[src/rtl/thermo_pkg.sv]
// thermo_pkg: state encoding and frame-length helper shared by the thermometer link ends.
package thermo_pkg;
  typedef enum logic [1:0] {IDLE = 2'd0, RECEIVING = 2'd1, DONE = 2'd2} state_e;
  function automatic int thermo_len(input int n);
    return 2 ** n - 1;
  endfunction
endpackage

[src/rtl/thermometer_serial_decoder.sv]
// thermometer_serial_decoder: counts leading ones of a serial thermometer frame and flags bubbles.
module thermometer_serial_decoder
  import thermo_pkg::*;
#(
  parameter int N = 4
) (
  input  logic         clk,
  input  logic         reset,
  input  logic         start,
  input  logic         bit_valid,
  input  logic         serial_in,
  output logic [N-1:0] binary_out,
  output logic         done,
  output logic         error,
  output logic         busy
);
  localparam int TOTAL_BITS = thermo_len(N);
  localparam logic [N-1:0] LAST = N'(TOTAL_BITS - 1);
  state_e state_q, state_d;
  logic [N-1:0] bit_cnt_q, bit_cnt_d, ones_q, ones_d, binary_q, binary_d;
  logic seen_zero_q, seen_zero_d, bubble_q, bubble_d, error_q, error_d, done_q, done_d;
  always_ff @(posedge clk or posedge reset) begin
    if (reset) begin
      state_q     <= IDLE;
      bit_cnt_q   <= '0;
      ones_q      <= '0;
      seen_zero_q <= 1'b0;
      bubble_q    <= 1'b0;
      binary_q    <= '0;
      error_q     <= 1'b0;
      done_q      <= 1'b0;
    end else begin
      state_q     <= state_d;
      bit_cnt_q   <= bit_cnt_d;
      ones_q      <= ones_d;
      seen_zero_q <= seen_zero_d;
      bubble_q    <= bubble_d;
      binary_q    <= binary_d;
      error_q     <= error_d;
      done_q      <= done_d;
    end
  end
  // start wins in every state: arms from IDLE/DONE, aborts and restarts in RECEIVING
  always_comb begin
    state_d     = state_q;
    bit_cnt_d   = bit_cnt_q;
    ones_d      = ones_q;
    seen_zero_d = seen_zero_q;
    bubble_d    = bubble_q;
    binary_d    = binary_q;
    error_d     = error_q;
    done_d      = 1'b0;
    if (start) begin
      state_d     = RECEIVING;
      bit_cnt_d   = '0;
      ones_d      = '0;
      seen_zero_d = 1'b0;
      bubble_d    = 1'b0;
    end else if (state_q == RECEIVING && bit_valid) begin
      bit_cnt_d   = bit_cnt_q + 1'b1;
      seen_zero_d = seen_zero_q | ~serial_in;
      ones_d      = ones_q + N'(serial_in & ~seen_zero_q);
      bubble_d    = bubble_q | (serial_in & seen_zero_q);
      if (bit_cnt_q == LAST) begin
        binary_d = ones_d;
        error_d  = bubble_d;
        done_d   = 1'b1;
        state_d  = DONE;
      end
    end else if (state_q == DONE) begin
      state_d = IDLE;
    end
  end
  assign binary_out = binary_q;
  assign error      = error_q;
  assign done       = done_q;
  assign busy       = state_q == RECEIVING;
endmodule
[config.mk]
export PLATFORM = sky130hd
export DESIGN_NAME = thermometer_serial_decoder
export DESIGN_NICKNAME = d
export VERILOG_FILES = /design/src/rtl/thermo_pkg.sv /design/src/rtl/thermometer_serial_decoder.sv
export SDC_FILE = /design/constraint.sdc
export NUM_CORES = 1
export LEC_CHECK = 0
export ABC_AREA = 1
export CORE_MARGIN = 2
export CORE_UTILIZATION = 59
export DETAILED_ROUTE_END_ITERATION = 8
export DONT_BUFFER_PORTS = 1
export PLACE_DENSITY = 0.74
export SYNTH_ARGS = -nofsm -noshare
export SYNTH_HDL_FRONTEND = slang
export SYNTH_SLANG_ARGS = --single-unit
[constraint.sdc]
create_clock -name clk -period 1.7 [get_ports clk]
set_clock_uncertainty 0.15 [all_clocks]
set_input_delay 0.255 -clock clk [delete_from_list [all_inputs] [get_ports clk]]
set_output_delay 0.255 -clock clk [all_outputs]
set_load 0.005 [all_outputs]
==> out/qor.yml <==
leakage_nw: 0.471
maxCapViolCount: 0
synthToLayoutAreaGrowth_pct: 6.89
synth_cell_types: 18
dpl_cell_area_um2: 856
hp-class: "in2reg"
r2r_cells: 6
end_kind: "flop"
gr-total-overflow: 0
critPathLaunchType: "flop"
arrival_ns: 1.51
critical_path_class: "reg2reg"
status: "finished clean"
grt_max_degree: 19
synth.area.top_cells: "dfrtp_1, nand3_1, nand2_1"
synth-seq-area-share_pct: 52.8
grt_pass1_wl_um: 2430
initial_core_util_pct: 64.0
rows: 13
clk-insertion-delay-late_ns: 0.30
drt_iter0_drc: 7
synth-async-reset-ratio_pct: 100
cts.sinks: 18
finalHoldViolCount: 0
finalSetupViolations: 0
synth_ff_type: "dfrtp_1"
cts.clk_slew.worst_paths_ns: 0.10
synth_top_area_share_pct: 52.8
period_minus_slack_ns: 1.44
grtUsageTotal_pct: 18.8
nFillCells: 112
design_area_um2: 912
drv_slew: 0
rsz0062_at_grt: "false"
synth_fa_ha_area_share_pct: 5.87
synth_edf_count: 0
finalSetupTns_ns: 0
syn_nets: 99
power_density_nw_per_um2: 845
drt_pre_antenna_iters: 4
syn_area_um2: 853
cts_resized: 0
layout-drive-gt1-share_pct: 12.8
yosys.area_share.simple_pct: 20.1
vias: 603
chipHeight_um: 42.0
netlist_instances: 90
cts_tree: "built"
synth_top_family_by_area: "simple AND/OR/NAND/NOR gates"
ff2ff_setup_slack_ns: 0.26
dp_hpwl_um: 971
drc: 0
ys_ff_latch: 18
synth-xor-area-share_pct: 3.08
wl_per_cell_um: 12.7
place_congestion: 0.704
reg2reg_from: "bit_cnt_q[0]"
n_antenna_cell: 0
grt_antenna_before_repair: 0
worstPathMaxFanout: 12
fin_crit_sh_pct: 84.6
final_util_pct: 68.4
worstPathRequired_ns: 1.77
cts.htree.levels: 1
slew_headroom_pct: 57.9
final_nets: 104
die-width_um: 42.0
rr_endpoint: "binary_out[3]"
drt-total-wl_um: 1390
ir_worst_vdd_mv: 0.739
ioPinCount: 12
finalPower_w: 0.000770
avgViaCountPerCell: 5.53
tightest_slew_ns: 0.631
final_cell_mix: "dfrtp_1, nand2_1, nand3_1"
synth_compound_area_share_pct: 10.6
core-area_um2: 1330
grt_pass1_vias: 579
hold_ws_ns: 0.0221
dieArea_um2: 1770
synth.avg_cell_area_um2: 9.48
numCtsBuffers: 3
final_common_cell: "dfrtp_1"
crit_path_end: "binary_out[3]"
yosysTopAreaCell: "dfrtp_1"
cts_root_buf: "clkbuf_4"
cts_buffer_depth: 2
synthMuxAreaShare_pct: 0
critPathLaunch: "bit_cnt_q[0]"
ant_nets: 0
yosysWarnings: 0
fmax_mhz: 695
port-buffer-count: 0
-- power by group --
part / total, W / internal, W / leakage, nW / switching, W
clock network: 0.000260 / 0.000131 / 0.0210 / 0.000129
registers: 0.000448 / 0.000438 / 0.246 / 0.00000953
logic: 0.0000625 / 0.0000199 / 0.203 / 0.0000426
total: 0.000770 / 0.000589 / 0.471 / 0.000181
-- worst max-delay path, stage by stage, from the launching register on --
cell and delay (ns):
dfrtp_1 0.41, inv_1 0.10, ha_1 0.14, nand3_1 0.09
inv_1 0.08, nand2_2 0.16, o21ai_0 0.23
-- timing repair --
item	CTS	global route
setup buffers	0	0
hold buffers	2	0
hold endpoints to repair	19	0
-- metrics by stage --
| step | std cells | setup WS [ns] |
|---|---|---|
| finish | 109 | 0.262 |
| global route | 109 | 0.156 |
| CTS | 109 | 0.260 |
| detailed placement | 103 | 0.274 |
| global placement | 103 | 0.305 |
| floorplan | 90 | 0.370 |
-- layer usage --
metal	up-vias	GRT usage (%)	share of wire [%]
li1	302	-	-
met5	-	0	0
met3	4	9.05	6.6
met4	0	5.63	1.7
met2	16	32.8	50
met1	281	20.2	42
-- how the worst min path moves through the flow --
stage	end	start	cells past startpoint
2_1_floorplan	binary_out[0]	reset	1
3_3_place_gp	bit_cnt_q[0]	reset	1
3_5_place_dp	bit_cnt_q[2]	reset	1
4_1_cts	error	serial_in	2
5_1_grt	bit_cnt_q[0]	start	3
6_report	error	serial_in	2
-- flip-flops by register name (all words and copies together), names as in the netlist --
register,cells
ones_q,4
state_q,2
error,1
done,1
binary_out,4
seen_zero_q,1
bubble_q,1
bit_cnt_q,4
-- Yosys cell counts (2+ instances only) --
library cell,instances
dfrtp_1,18
ha_1,4
o21ai_0,9
a21oi_1,2
nand3_1,13
nor2_1,4
o21ai_2,4
nand2_1,15
xor2_1,2
inv_1,11
-- kinds of logic after synthesis --
logic type | Yosys count
xor+xnor | 3
flops | 18
compound gates | 15
simple gates | 36
fa+ha+maj | 4
buf+inv | 14
-- layout make-up --
| cell class | instances | area [um^2] | area share (%) |
|---|---|---|---|
| clock buffers | 4 | 36.3 | 3.98 |
| inverters | 11 | 41.3 | 4.53 |
| multi-input cells | 58 | 338 | 37.0 |
| flip-flops and latches | 18 | 450 | 49.4 |
| well taps | 15 | 18.8 | 2.06 |
| repair buffers | 3 | 27.5 | 3.02 |
Note: power is estimated with default switching activity, not from simulation.
